### src/rtl/button_event_pkg.sv
// Shared io event definitions: the gesture FSM state encoding and the
// timer-threshold range check used by the io event blocks.
package button_event_pkg;

  typedef enum logic [2:0] {
    ST_IDLE   = 3'd0,
    ST_PRESS1 = 3'd1,
    ST_WAIT2  = 3'd2,
    ST_PRESS2 = 3'd3,
    ST_LONG   = 3'd4
  } btn_state_e;

  // A tick threshold is usable when it is at least 2 and its terminal
  // value (ticks-1) still fits in a timer of cnt_width bits.
  function automatic bit ticks_in_range(input int ticks, input int cnt_width);
    longint unsigned max_ticks;
    max_ticks = longint'(1) << cnt_width;
    return (ticks >= 2) && (longint'(ticks) <= max_ticks);
  endfunction

endpackage

### src/rtl/button_event_edge_detect.sv
// edge_detect: registers a synchronous level and flags the edges.
//   i_clk, i_rst_n : clock, async active-low reset
//   i_level        : level input, already synchronous to i_clk
//   o_rise         : level went to p_ACTIVE_LEVEL this cycle (combinational)
//   o_fall         : level left p_ACTIVE_LEVEL this cycle (combinational)
//   o_prev         : registered level (inactive while in reset)
module edge_detect
  import button_event_pkg::*;
#(
  parameter logic p_ACTIVE_LEVEL = 1'b1
) (
  input  logic i_clk,
  input  logic i_rst_n,
  input  logic i_level,
  output logic o_rise,
  output logic o_fall,
  output logic o_prev
);

  logic prev_q;

  always_ff @(posedge i_clk or negedge i_rst_n) begin
    if (!i_rst_n) begin
      prev_q <= ~p_ACTIVE_LEVEL;
    end else begin
      prev_q <= i_level;
    end
  end

  assign o_rise = (i_level == p_ACTIVE_LEVEL) && (prev_q != p_ACTIVE_LEVEL);
  assign o_fall = (i_level != p_ACTIVE_LEVEL) && (prev_q == p_ACTIVE_LEVEL);
  assign o_prev = prev_q;

endmodule

### src/rtl/button_event.sv
// button_event: turns a debounced button level into press/release edges
// and click / double-click / long-press gestures.
//   i_clk, i_rst_n : clock, async active-low reset
//   i_level        : debounced level, synchronous to i_clk
//   o_press        : 1-cycle pulse on a press edge
//   o_release      : 1-cycle pulse on a release edge
//   o_click        : 1-cycle pulse when a single click is confirmed
//   o_double       : 1-cycle pulse on the release ending a double click
//   o_long         : 1-cycle pulse when a press reaches p_LONG_TICKS
//   o_held         : high while the button is pressed
//
// state     | meaning
// ----------+-----------------------------------------------------------
// ST_IDLE   | no gesture in progress
// ST_PRESS1 | first press held, counting toward long press
// ST_WAIT2  | released after a short press, waiting for a second press
// ST_PRESS2 | second press held; release gives a double click
// ST_LONG   | long press reported, waiting for release
module button_event
  import button_event_pkg::*;
#(
  parameter int   p_CNT_WIDTH    = 4,
  parameter int   p_LONG_TICKS   = 8,
  parameter int   p_DCLICK_TICKS = 6,
  parameter logic p_ACTIVE_LEVEL = 1'b1
) (
  input  logic i_clk,
  input  logic i_rst_n,
  input  logic i_level,
  output logic o_press,
  output logic o_release,
  output logic o_click,
  output logic o_double,
  output logic o_long,
  output logic o_held
);

  if (!ticks_in_range(p_LONG_TICKS, p_CNT_WIDTH)) begin : g_bad_long_ticks
    $error("button_event: p_LONG_TICKS must be in [2, 2**p_CNT_WIDTH]");
  end
  if (!ticks_in_range(p_DCLICK_TICKS, p_CNT_WIDTH)) begin : g_bad_dclick_ticks
    $error("button_event: p_DCLICK_TICKS must be in [2, 2**p_CNT_WIDTH]");
  end

  localparam logic [p_CNT_WIDTH-1:0] LongLast   = p_CNT_WIDTH'(p_LONG_TICKS - 1);
  localparam logic [p_CNT_WIDTH-1:0] DclickLast = p_CNT_WIDTH'(p_DCLICK_TICKS - 1);

  logic rise, fall, prev;

  edge_detect #(
    .p_ACTIVE_LEVEL(p_ACTIVE_LEVEL)
  ) u_edge (
    .i_clk  (i_clk),
    .i_rst_n(i_rst_n),
    .i_level(i_level),
    .o_rise (rise),
    .o_fall (fall),
    .o_prev (prev)
  );

  btn_state_e             state_q, state_d;
  logic [p_CNT_WIDTH-1:0] timer_q, timer_d;
  logic press_q, release_q, click_q, double_q, long_q;
  logic click_d, double_d, long_d;

  always_ff @(posedge i_clk or negedge i_rst_n) begin
    if (!i_rst_n) begin
      state_q   <= ST_IDLE;
      timer_q   <= '0;
      press_q   <= 1'b0;
      release_q <= 1'b0;
      click_q   <= 1'b0;
      double_q  <= 1'b0;
      long_q    <= 1'b0;
    end else begin
      state_q   <= state_d;
      timer_q   <= timer_d;
      press_q   <= rise;
      release_q <= fall;
      click_q   <= click_d;
      double_q  <= double_d;
      long_q    <= long_d;
    end
  end

  // Edges are tested before timeouts so that a press on the WAIT2 timeout
  // cycle, or a release on the long threshold cycle, takes priority.
  always_comb begin
    state_d  = state_q;
    click_d  = 1'b0;
    double_d = 1'b0;
    long_d   = 1'b0;
    timer_d  = (timer_q == '1) ? timer_q : timer_q + p_CNT_WIDTH'(1);

    unique case (state_q)
      ST_IDLE: begin
        if (rise) state_d = ST_PRESS1;
      end
      ST_PRESS1: begin
        if (fall) begin
          state_d = ST_WAIT2;
        end else if (timer_q == LongLast) begin
          long_d  = 1'b1;
          state_d = ST_LONG;
        end
      end
      ST_WAIT2: begin
        if (rise) begin
          state_d = ST_PRESS2;
        end else if (timer_q == DclickLast) begin
          click_d = 1'b1;
          state_d = ST_IDLE;
        end
      end
      ST_PRESS2: begin
        if (fall) begin
          double_d = 1'b1;
          state_d  = ST_IDLE;
        end else if (timer_q == LongLast) begin
          long_d  = 1'b1;
          state_d = ST_LONG;
        end
      end
      ST_LONG: begin
        if (fall) state_d = ST_IDLE;
      end
      default: state_d = ST_IDLE;
    endcase

    if (state_d != state_q) timer_d = '0;
  end

  assign o_press   = press_q;
  assign o_release = release_q;
  assign o_click   = click_q;
  assign o_double  = double_q;
  assign o_long    = long_q;
  assign o_held    = (prev == p_ACTIVE_LEVEL);

endmodule

### config.mk
export PLATFORM = sky130hd
export DESIGN_NAME = button_event
export DESIGN_NICKNAME = d
export VERILOG_FILES = /design/src/rtl/button_event_pkg.sv /design/src/rtl/button_event_edge_detect.sv /design/src/rtl/button_event.sv
export SDC_FILE = /design/constraint.sdc
export NUM_CORES = 1
export LEC_CHECK = 0
export ABC_AREA = 0
export CORE_MARGIN = 2
export CORE_UTILIZATION = 47
export CTS_BUF_LIST = sky130_fd_sc_hd__clkbuf_4
export CTS_CLUSTER_DIAMETER = 200
export DETAILED_ROUTE_END_ITERATION = 8
export MAX_ROUTING_LAYER = met4
export PLACE_DENSITY_LB_ADDON = 0.25
export SLEW_MARGIN = 20
export SYNTH_ARGS = -nofsm -noshare
export SYNTH_HDL_FRONTEND = slang
export SYNTH_SLANG_ARGS = --single-unit
### constraint.sdc
create_clock -name i_clk -period 1.9 [get_ports i_clk]
set_input_delay 0.285 -clock i_clk [delete_from_list [all_inputs] [get_ports i_clk]]
set_output_delay 0.285 -clock i_clk [all_outputs]
set_load 0.01 [all_outputs]
Yosys cells after proc, flatten, opt, wreduce, memory -nomap -nowiden --
Cells that the tools add are included.
Storage, ports and cells: register bits 13, latch bits 0, bits in writable memories 0, bits in read-only memories 0, input port bits 3, output and inout port bits 6, logic and storage cells 42, memories kept 0
Operators by class: $add $sub $neg 1, $mul 0, divide/modulo/power cells 0, order comparisons 0, eq/ne operators 9, shifts and indexed selects 0, multiplexer cells 18, bitwise operators 2, reduce and logical (&&, ||, !) cells 4
Operators by type and width (number):
- two-way mux 3 bit | 7
- one-hot mux 3 bit (5 select lines) | 1
- equality test 4 x 3 -> 1 bit (second input constant) | 2
- two-way mux 1 bit | 8
- two-way mux 4 bit | 2
- equality test 3 x 2 -> 1 bit (second input constant) | 2
- adder 4 x 1 -> 4 bit (second input constant) | 1
- equality test 4 bit (second input constant) | 1
- equality test 3 x 1 -> 1 bit (second input constant) | 1
- equality test 3 bit (second input constant) | 1
- zero test 3 bit | 1
- inequality test 3 bit | 1
- logical AND 1 bit | 2
- inequality test 2 x 1 -> 1 bit (second input constant) | 1
- inverter 1 bit | 2
- OR reduction 2 bit | 1

Longest topological paths before layout --
Gate-level depths: netlist (run 1).
depth in word-level cells 6, gate-level depth with buffers 5, gate-level depth less buffers 5

Cells and area by module --
From an unflattened synthesis (run 1), not the netlist that was laid out.
Unflattened totals: cells, all modules 54, area, all modules 605.6 sq um
By module, submodules not included:
- button_event | instances 1, cells each 51, area an instance 565.5 sq um, seq. area each 300.3 sq um
- edge_detect | instances 1, cells each 3, area an instance 40.0 sq um, seq. area each 25.0 sq um

Worst setup path after synthesis (run 1) --
Ideal clock, no wire load.
path type register to register, from register timer_q[0], to register timer_q[0], setup time 136 ps, data arrival time 1246 ps, required time 1764 ps, path slack 518 ps, cell stages (with the launch flop) 5, buffers on the path 0, period minus slack after synthesis 1382 ps, cells stage by stage dfrtp_1 ha_1 nand3b_1 a221oi_4 nor3_1
Between the ends: longest elaborated chain between the ends 6, elaborated cells on any way between the ends 14, those cells by class add/sub (1); eq/ne (5); mux (8)
RTL lines:
- start: declaration | line button_event.sv:62 | logic [p_CNT_WIDTH-1:0] timer_q, timer_d;
- start signal: assignment | line button_event.sv:77 | timer_q <= timer_d;
- equality test 4 x 3 -> 1 bit (on tied branches) | line button_event.sv:102, button_event.sv:119, button_event.sv:110
- two-way mux 3 bit (on tied branches) | line button_event.sv:102, button_event.sv:119, button_event.sv:110
- two-way mux 3 bit (on tied branches) | line button_event.sv:116, button_event.sv:100, button_event.sv:108
- one-hot mux 3 bit (5 select lines) | line button_event.sv:95 | unique case (state_q)
- inequality test 3 bit | line button_event.sv:130 | if (state_d != state_q) timer_d = '0;
- inequality test 2 x 1 -> 1 bit (no line) or two-way mux 4 bit (tied branches)
Several ways; a longest one is shown, not always the timed one. The select of a mux whose other input is x is not followed. A chain may end at the register's enable or synchronous reset.

Worst setup path in the final report (run 1) --
Ends and elaborated chain as after synthesis.

==> results of run 1 <==
sequential cells by signal, indices dropped and copies added (netlist names):
| register | count |
|---|---|
| o_double | 1 |
| o_long | 1 |
| o_press | 1 |
| o_release | 1 |
| timer_q | 4 |
| state_q | 3 |
| u_edge.o_prev | 1 |
| o_click | 1 |
where the power goes:
part | total (µW) | leakage [µW] | internal [µW] | switching (µW)
Sequential | 417 | 0.000169 | 342 | 74.3
Clock | 188 | 0.0000184 | 95.9 | 92.4
Combinational | 348 | 0.000164 | 162 | 185
cell type report:
class,instances,area share
Sequential cell,13,0.421
Multi-Input combinational cell,40,0.390
Timing Repair Buffer,8,0.104
Clock buffer,4,0.0388
Tap cell,15,0.0243
Inverter,4,0.0227
worst paths after layout:
| kind | from | end |
|---|---|---|
| worst max-delay path | timer_q[0] | timer_q[0] |
| worst min-delay path | i_rst_n | o_double |
| worst max register to register | timer_q[0] | timer_q[0] |
| worst min register to register | state_q[2] | state_q[1] |
| max in group asynchronous | i_rst_n | state_q[0] |
| min in group i_clk | i_level | u_edge.o_prev |
cell usage in the layout, fill, tap and decap left out, types with 2 or more instances in the layout:
| cell type | n |
|---|---|
| clkdlybuf4s50_1 | 8 |
| nand2_1 | 2 |
| clkbuf_4 | 4 |
| nor2_1 | 10 |
| dfrtp_1 | 13 |
| inv_1 | 2 |
| ha_1 | 2 |
| nand3_1 | 3 |
| nor3_1 | 3 |
critical path, delay by kind of cell, from the launching register on:
| family | cells | cell delay (ns) |
|---|---|---|
| DFF | 1 | 0.41 |
| AOI/OAI and AO/OA | 1 | 0.46 |
| adders and majority gates | 1 | 0.25 |
| and+or+nand+nor | 2 | 0.34 |
synthesized netlist by cell type, drive strengths merged:
| library cell | count |
|---|---|
| and3 | 2 |
| or2b | 1 |
| nand2b | 1 |
| a31oi | 1 |
| and2b | 1 |
| ha | 2 |
| xnor2 | 1 |
| nand3 | 3 |
| a2111oi | 2 |
| a21oi | 1 |
| nor2b | 2 |
| o21ai | 2 |
| dfrtp | 13 |
| a32oi | 1 |
| a221oi | 1 |
| nand2 | 3 |
| nor2 | 10 |
| nand4 | 1 |
| nor3 | 3 |
| a22oi | 1 |
| nand3b | 1 |
| inv | 4 |
cell families (layout without fill, tap and decap cells):
kind of cell	after synthesis	count (layout)	synth area share
buffers and inverters	4	16	0.0272
DFF	13	13	0.505
and+or+nand+nor	28	28	0.243
adders and majority gates	2	2	0.0388
xor gates and xnor gates	1	1	0.0136
AOI/OAI and AO/OA	9	9	0.173
through the flow:
stage / instance area (µm²) / total power (µW)
after floorplan: 644 / 680
after global placement: 743 / 748
after detailed placement: 743 / 760
after CTS: 773 / 955
after global routing: 773 / 1010
final: 773 / 953
metal layers:
layer	up-vias	part of all wire	wire length, µm
li1	222	-	-
met5	-	0	0
met2	12	0.50	572
met4	0	0.022	25
met3	4	0.039	45
met1	234	0.44	500
==> results.md, run 1 <==
* Status: complete, no violations
* YS warnings at 0
* Yosys top cell by area: dfrtp_1
* Dpl cells at 80
* Starting Density at 0.501
* RSZ-0062 raised after global routing: false
* Post-CTS Hold Buffers at 0
* Final setup vio count at 0
* Iter 0 DRT Violations at 12
* Worst setup SP type: flip-flop
* Global-route wire length before repair at 1820 µm
* Slowest CP cell: a221oi_4
* Initial antenna violation count at 0
* GRT met3 Usage at 0.0489
* Post-CTS Setup Repair Bufs at 0
* Clk_skew at 0.00219 ns
* Total Routing Usage GR at 0.180
* Syn Area/Cell at 11.3 µm²
* CP arrival at 1.75 ns
* Leak Pwr at 0.000351 µW
* Post-route ant nets at 0
* Vias in the first global route at 432
* Worst hold path class: in -> async
* Crit path cell chain: ha_1 > nand3b_1 > a221oi_4 > nor3_1
* Post-layout util at 0.602
* VDD IR-drop max at 0.586 mV
* Pwr dens at 1230 nW/µm²
* CTS tree: yes
* Period utilisation layout at 0.838
* Final hold violations at 0
* Layout cells sized above 1 at 0.217
* Die Wd at 41.0 µm
* Sequential cell area at 325 µm²
* Area share of the largest cell type after synthesis at 0.505
* Finished Layout Cells at 84
* Tmin final at 1.59 ns
* Vias per cell at 5.62
* Final WL at 1140 µm
* Clock transition at path regs at 0.08 ns
* Sequential share of the synthesized area at 0.505
* Synth cell types at 29
* Worst slack, placed at 0.192 ns
* Worst slew margin at 0.632
* I/O Buffers at 8
* Remaining routing DRC violations at 0
* I/O pins at 9
* Met1 usage at 0.214
* Nets at 75
* Worst Reg-to-Reg Cells at 4
* Final worst slack at 0.309 ns
* Mapped cell area at 644 µm²
* Hold_ws at 0.356 ns
* Std cell rows at 13
* RD Place Congestion at 0.776
* Mapped Cells at 57
* Syn nets at 62
* Worst skew pair latency at 0.28 ns
* Core area at 1280 µm²
* Most Crowded Layer GR: met2
* Clock sink count at 13
* Largest net degree at the start of global routing at 14
* Post-CTS sizing at 0
* Slew Viols, Final at 0
* TritonCTS Buffers at 3
* Antenna cells at 0
* Root buf cell: clkbuf_4
* Filler instances at 126
* Seq cells post-synth at 13
* Die area at 1680 µm²
* Met2 Use GR at 0.254
* Area of the multi-input gates at 302 µm²
* Initial DRT Pass Iterations at 4
* DR vias at 472
* Crit path max fanout at 5
* Fmax at 628 MHz
* Worst Setup Path Type: reg -> reg
* Max cap viols at 0
* HPWL after detailed placement at 787 µm
* Largest cells by area after synthesis: dfrtp_1, nor2_1, a2111oi_4, a221oi_4, ha_1
* Required time of the critical path at 2.06 ns
* CP endpoint kind: flip-flop
* R2r setup slk at 0.31 ns
* Longest Clk Path Bufs at 2
* Synth-to-Final Area Change at 20.0%
* Actual slew at the worst max-slew pin at 0.550 ns
* Total global routing overflow at 0
* Post-route setup TNS at 0 ns
* Die Span Y at 41.0 µm
* H-Tree Level Count at 1
* Post-DR wirelength/cell at 13.6 µm
* Crit-path max cell delay at 0.46 ns
Note: power is estimated with default switching activity, not from simulation.
==> run 2, diff against run 1 <==
==> constraint.sdc (replaced) <==
create_clock -name i_clk -period 1.5 [get_ports i_clk]
set_input_delay 0.225 -clock i_clk [delete_from_list [all_inputs] [get_ports i_clk]]
set_output_delay 0.225 -clock i_clk [all_outputs]
set_load 0.01 [all_outputs]
==> run 2 against run 1 <==
- fmax is 10% higher
- die area unchanged
- combinational power rose by 63%
- first-iteration DRC count increased by 42%
- clock skew about the same
- final area increased by 11%
- power grew 39%
- non-clock buffer count rose by 9
- via count increased by 5.1%
==> results.md, run 2 (synthesis results as in run 1) <==
* Status: complete, no violations
* Max cap viols at 0
* Layout cells sized above 1 at 0.321
* Area of the multi-input gates at 314 µm²
* Post-CTS Hold Buffers at 0
* Required time of the critical path at 1.68 ns
* Global-route wire length before repair at 1980 µm
* Worst slack, placed at -0.212 ns
* Worst hold path class: in -> async
* VDD IR-drop max at 0.742 mV
* Worst Setup Path Type: reg -> reg
* Slowest CP cell: dfrtp_1
* Period utilisation layout at 0.964
* Leak Pwr at 0.000404 µW
* Final hold violations at 0
* Most flops, register: timer_q
* I/O pins at 9
* I/O Buffers at 8
* Fmax at 692 MHz
* Tmin final at 1.45 ns
* Post-route ant nets at 0
* Design area at 857 µm²
* H-Tree Level Count at 1
* Synth-to-Final Area Change at 33.0%
* Iter 0 DRT Violations at 17
* Buffers plus inverters on the worst setup path at 1
* Overall power at 1330 µW
* Commonest non-fill, non-tap cell in the layout: dfrtp_1
* Die area at 1680 µm²
* Vias per cell at 5.33
* CP endpoint kind: flip-flop
* CTS tree: yes
* Die Span Y at 41.0 µm
* Remaining routing DRC violations at 0
* RD Place Congestion at 0.850
* HPWL after detailed placement at 937 µm
* Crit path max-delay family: flip-flops
* Initial antenna violation count at 0
* DR vias at 496
* Actual slew at the worst max-slew pin at 0.379 ns
* Sequential cell area at 327 µm²
* Filler instances at 108
* Placed inst area at 811 µm²
* TritonCTS Buffers at 3
* Clk_skew at 0.00216 ns
* Post-route setup TNS at 0 ns
* Reg-to-Reg Start: timer_q[0]
* Number of flip-flops in the largest register at 4
* Crit path max fanout at 4
* Clock transition at path regs at 0.08 ns
* Worst setup SP type: flip-flop
* CP arrival at 1.63 ns
* Final WL at 1290 µm
* Vias in the first global route at 466
* Final setup vio count at 0
* Final worst slack at 0.0540 ns
* Die Wd at 41.0 µm
* Clock sink count at 13
* Hold_ws at 0.233 ns
* Std cell rows at 13
* Top Registers: timer_q x4, state_q x3
* Crit-path max cell delay at 0.39 ns
* RSZ-0062 raised after global routing: true
* Longest Clk Path Bufs at 2
* Post-DR wirelength/cell at 13.8 µm
* Pwr dens at 1550 nW/µm²
* Worst slew margin at 0.747
* Core area at 1280 µm²
* Starting Density at 0.501
* Worst Setup SP: timer_q[0]
* Most frequent cells in the layout: dfrtp_1, nor2_1, buf_4, clkdlybuf4s50_1, clkbuf_4
* Initial DRT Pass Iterations at 4
* Nets at 84
* Root buf cell: clkbuf_4
* Total Routing Usage GR at 0.193
* Slew Viols, Final at 0
* Crit path cell chain: buf_4 > ha_1 > nand4_1 > nand2_2 > a2111oi_4
* Total global routing overflow at 0
* Worst skew pair latency at 0.28 ns
* Largest net degree at the start of global routing at 14
* Antenna cells at 0
-- run 2: cell types whose count changed in the layout (fill, tap and decap cells not counted) --
cell | previous run | this run
clkdlybuf4s50_1 | 8 | 7
a2111oi_2 | 1 | 0
dfrtp_2 | 0 | 1
buf_4 | 0 | 9
a2111oi_4 | 1 | 2
dfrtp_1 | 13 | 12
dlymetal6s2s_1 | 0 | 1
-- run 2: what timing repair did --
| item | 4_1_cts | 5_1_grt |
|---|---|---|
| endpoints found under the setup margin | 0 | 2 |
| setup buffers | 0 | 0 |
| resized for setup | 0 | 3 |
-- run 2: report_power, final --
group | internal (µW) | switching, µW
clock | 121 | 119
combinational | 287 | 281
sequential | 436 | 81.6
-- run 2: per-stage QoR --
stage          cells   util
2_1_floorplan     57      -
3_3_place_gp      89  0.631
3_5_place_dp      89  0.631
4_1_cts           93  0.654
5_1_grt           93  0.667
6_report          93  0.667
-- run 2: layout make-up --
type	instances	share of cell area
Inverter	4	0.0204
Clock buffer	4	0.0350
Sequential cell	13	0.381
Tap cell	15	0.0219
Multi-Input combinational cell	40	0.366
Timing Repair Buffer	17	0.175
-- run 2: final timing paths --
check,end,slack (ns),cells past startpoint
max,timer_q[1],0.05,5
min,o_press,0.23,2
max reg2reg,timer_q[1],0.05,5
min reg2reg,state_q[0],0.60,1
max in group asynchronous,state_q[0],1.10,2
min in group i_clk,u_edge.o_prev,0.43,1
-- run 2: layer usage --
layer / global-route usage / routed length, µm / up-vias
li1: - / - / 245
met4: 0.100 / 21 / 0
met1: 0.235 / 557 / 231
met3: 0.0326 / 71 / 2
met2: 0.305 / 638 / 18
met5: - / 0 / -
==> run 3, diff against run 2 <==
--- a/config.mk
+++ b/config.mk
@@ -5,9 +5,9 @@
 export SDC_FILE = /design/constraint.sdc
 export NUM_CORES = 1
 export LEC_CHECK = 0
-export ABC_AREA = 0
+export ABC_AREA = 1
 export CORE_MARGIN = 2
-export CORE_UTILIZATION = 47
+export CORE_UTILIZATION = 25
 export CTS_BUF_LIST = sky130_fd_sc_hd__clkbuf_4
 export CTS_CLUSTER_DIAMETER = 200
 export DETAILED_ROUTE_END_ITERATION = 8
==> constraint.sdc (replaced) <==
create_clock -name i_clk -period 1.3 [get_ports i_clk]
set_input_delay 0.195 -clock i_clk [delete_from_list [all_inputs] [get_ports i_clk]]
set_output_delay 0.195 -clock i_clk [all_outputs]
set_load 0.01 [all_outputs]
==> run 3 against run 2 <==
- via count is 7.3% higher
- synthesized cell count is 21% higher
- sequential cell count stayed put
- register-to-register slack worse by 0.02 ns
- clock skew is 0.0045 ns higher
- global-route usage is 8.6 points lower
- non-clock buffer count stayed put
- die area is 72% higher
- worst hold slack worse by 0.013 ns
- critical endpoint is now timer_q[0]
- largest cell class unchanged
- highest routed layer unchanged
==> results.md, run 3 <==
* Most flops, register: timer_q
* VDD IR-drop max at 0.670 mV
* Die Wd at 53.9 µm
* Longest Clk Path Bufs at 2
* Final hold violations at 0
* Total global routing overflow at 0
* Worst setup SP type: flip-flop
* Finished Layout Cells at 120
* Max cap viols at 0
* Antenna cells at 0
* Buffers plus inverters on the worst setup path at 1
* Overall power at 1290 µW
* Most frequent cells in the layout: dfrtp_1, nor2_1, inv_1, buf_4, dlygate4sd2_1
* Root buf cell: clkbuf_4
* Largest cells by area after synthesis: dfrtp_1, nor2_1, inv_1, ha_1, nand3_1
* Nets at 96
* Dpl cells at 114
* Global-route wire length before repair at 2120 µm
* Crit path cell chain: ha_4 > nand3_4 > nand3_2 > o21ai_1 > nand2_1 > inv_2 > nand2_4 > nor2_1
* CP arrival at 1.48 ns
* Yosys top cell by area: dfrtp_1
* Vias in the first global route at 536
* H-Tree Level Count at 1
* Crit-path max cell delay at 0.43 ns
* Worst reg2reg endpoint: timer_q[0]
* HPWL after detailed placement at 852 µm
* Number of synthesized flops with an enable pin at 0
* Pwr dens at 1480 nW/µm²
* Post-CTS Hold Buffers at 0
* Crit path max-delay family: flip-flops
* Synth-to-Final Area Change at 40.0%
* Seq cells post-synth at 13
* Remaining routing DRC violations at 0
* Starting Density at 0.258
* Post-route setup TNS at 0 ns
* I/O pins at 9
* Clock transition at path regs at 0.08 ns
* Tmin final at 1.26 ns
* YS warnings at 0
* Clk_skew at 0.00665 ns
* Post-DR wirelength/cell at 9.93 µm
* Top Registers: timer_q x4, state_q x3
* TritonCTS Buffers at 3
* I/O Buffers at 8
* Final WL at 1190 µm
* DR vias at 532
* RSZ-0062 raised after global routing: true
* Mapped cell area at 622 µm²
* Area share of the largest cell type after synthesis at 0.523
* Initial DRT Pass Iterations at 4
* Required time of the critical path at 1.52 ns
* Leak Pwr at 0.000441 µW
* Syn Area/Cell at 9.01 µm²
* Syn nets at 74
* Post-route ant nets at 0
* Sequential share of the synthesized area at 0.523
* Vias per cell at 4.43
* Worst slack, placed at -0.204 ns
* Fmax at 793 MHz
* RD Place Congestion at 0.823
* Period utilisation layout at 0.970
* Dominant synthesized flop cell: dfrtp_1
* Total Routing Usage GR at 0.107
* Post-layout util at 0.361
* Worst skew pair latency at 0.28 ns
* Std cell rows at 18
* Worst slew margin at 0.868
* Commonest non-fill, non-tap cell in the layout: dfrtp_1
* Initial antenna violation count at 0
* Worst Setup Path Type: reg -> reg
* Synth cell types at 18
* Most instantiated cells after synthesis: dfrtp_1, nor2_1, inv_1
* Die Span Y at 53.9 µm
* Number of flip-flops in the largest register at 4
* Die area at 2900 µm²
* Iter 0 DRT Violations at 13
* Filler instances at 254
* Final worst slack at 0.0388 ns
* CP endpoint kind: flip-flop
* Crit path max fanout at 4
* Actual slew at the worst max-slew pin at 0.198 ns
* Most frequent cell after synthesis: dfrtp_1
* Slew Viols, Final at 0
* Status: complete, no violations
* Layout cells sized above 1 at 0.311
* Slowest CP cell: dfrtp_1
* Clock sink count at 13
* Worst Reg-to-Reg Cells at 8
* Core area at 2410 µm²
* Reg-to-Reg Start: timer_q[1]
* Largest net degree at the start of global routing at 14
* Mapped Cells at 69
* CTS tree: yes
* Worst hold path class: in -> async
* Final setup vio count at 0
* Asr flop ratio synth at 1.00
* R2r setup slk at 0.04 ns
==> run 3: changes by cell type after synthesis, moves of 2 or more <==
cell and delta:
inv_1 +7, inv_2 +2, nand2_1 +4, nand2_2 +2, nand3_1 +2, nor2_1 +2
nor2_4 +2, o21ai_0 +3
==> run 3: cells by family (layout without fill, tap and decap cells) <==
| group | count (synthesis) | in the layout | share of synthesized area |
|---|---|---|---|
| flops | 13 | 13 | 0.523 |
| xor+xnor | 1 | 1 | 0.0141 |
| fa+ha+maj | 2 | 2 | 0.0402 |
| simple gates | 32 | 32 | 0.258 |
| compound gates | 8 | 8 | 0.0764 |
| mux | 1 | 1 | 0.0161 |
| buf+inv | 12 | 33 | 0.0724 |
==> run 3: routing by layer <==
metal,share of wire,global-route usage
met5,0,-
met4,0.018,0.0726
met3,0.041,0.0250
met2,0.50,0.173
met1,0.44,0.115
==> run 3: worst max-delay path by stage <==
| stage | start | to | slack (ns) | depth (start not counted) |
|---|---|---|---|---|
| 2_1_floorplan | timer_q[0] | timer_q[0] | 0.08 | 8 |
| 3_3_place_gp | i_level | timer_q[0] | -0.17 | 10 |
| 3_5_place_dp | i_level | timer_q[2] | -0.20 | 10 |
| 4_1_cts | timer_q[0] | timer_q[0] | 0.0007 | 7 |
| 5_1_grt | timer_q[1] | timer_q[0] | -0.03 | 8 |
| 6_report | timer_q[1] | timer_q[0] | 0.04 | 8 |
==> run 3: final cells by class <==
| class | count | area [µm²] | share of cell area |
|---|---|---|---|
| inverter | 12 | 45.0 | 0.0517 |
| timing repair buffer | 17 | 144 | 0.165 |
| sequential | 13 | 325 | 0.374 |
| tap | 30 | 37.5 | 0.0431 |
| clock buffer | 4 | 30.0 | 0.0345 |
| multi-input combinational | 44 | 289 | 0.332 |
==> run 3: repair_timing <==
| action | CTS | global route |
|---|---|---|
| gates resized for setup | 11 | 4 |
| pin swaps | 5 | 4 |
| setup endpoints to repair | 10 | 4 |
| buffers inserted | 2 | 0 |
==> run 3: report_power, final <==
part,internal [µW],total (µW),switching [µW]
combinational,216,469,254
sequential,468,544,75.9
clock,140,274,134
==> run 3: worst register-to-register path: stages, from the launching register on <==
cell and delay, ns:
dfrtp_1 0.43, ha_4 0.20, nand3_4 0.08, nand3_2 0.08, o21ai_1 0.09, nand2_1 0.08
inv_2 0.07, nand2_4 0.06, nor2_1 0.10
==> run 3: metrics by stage <==
step	area, µm²	hold WS, ns
after floorplan	622	-0.101
final	871	0.221
after global routing	871	0.229
after global placement	792	0.523
after detailed placement	792	0.519
after CTS	858	0.225
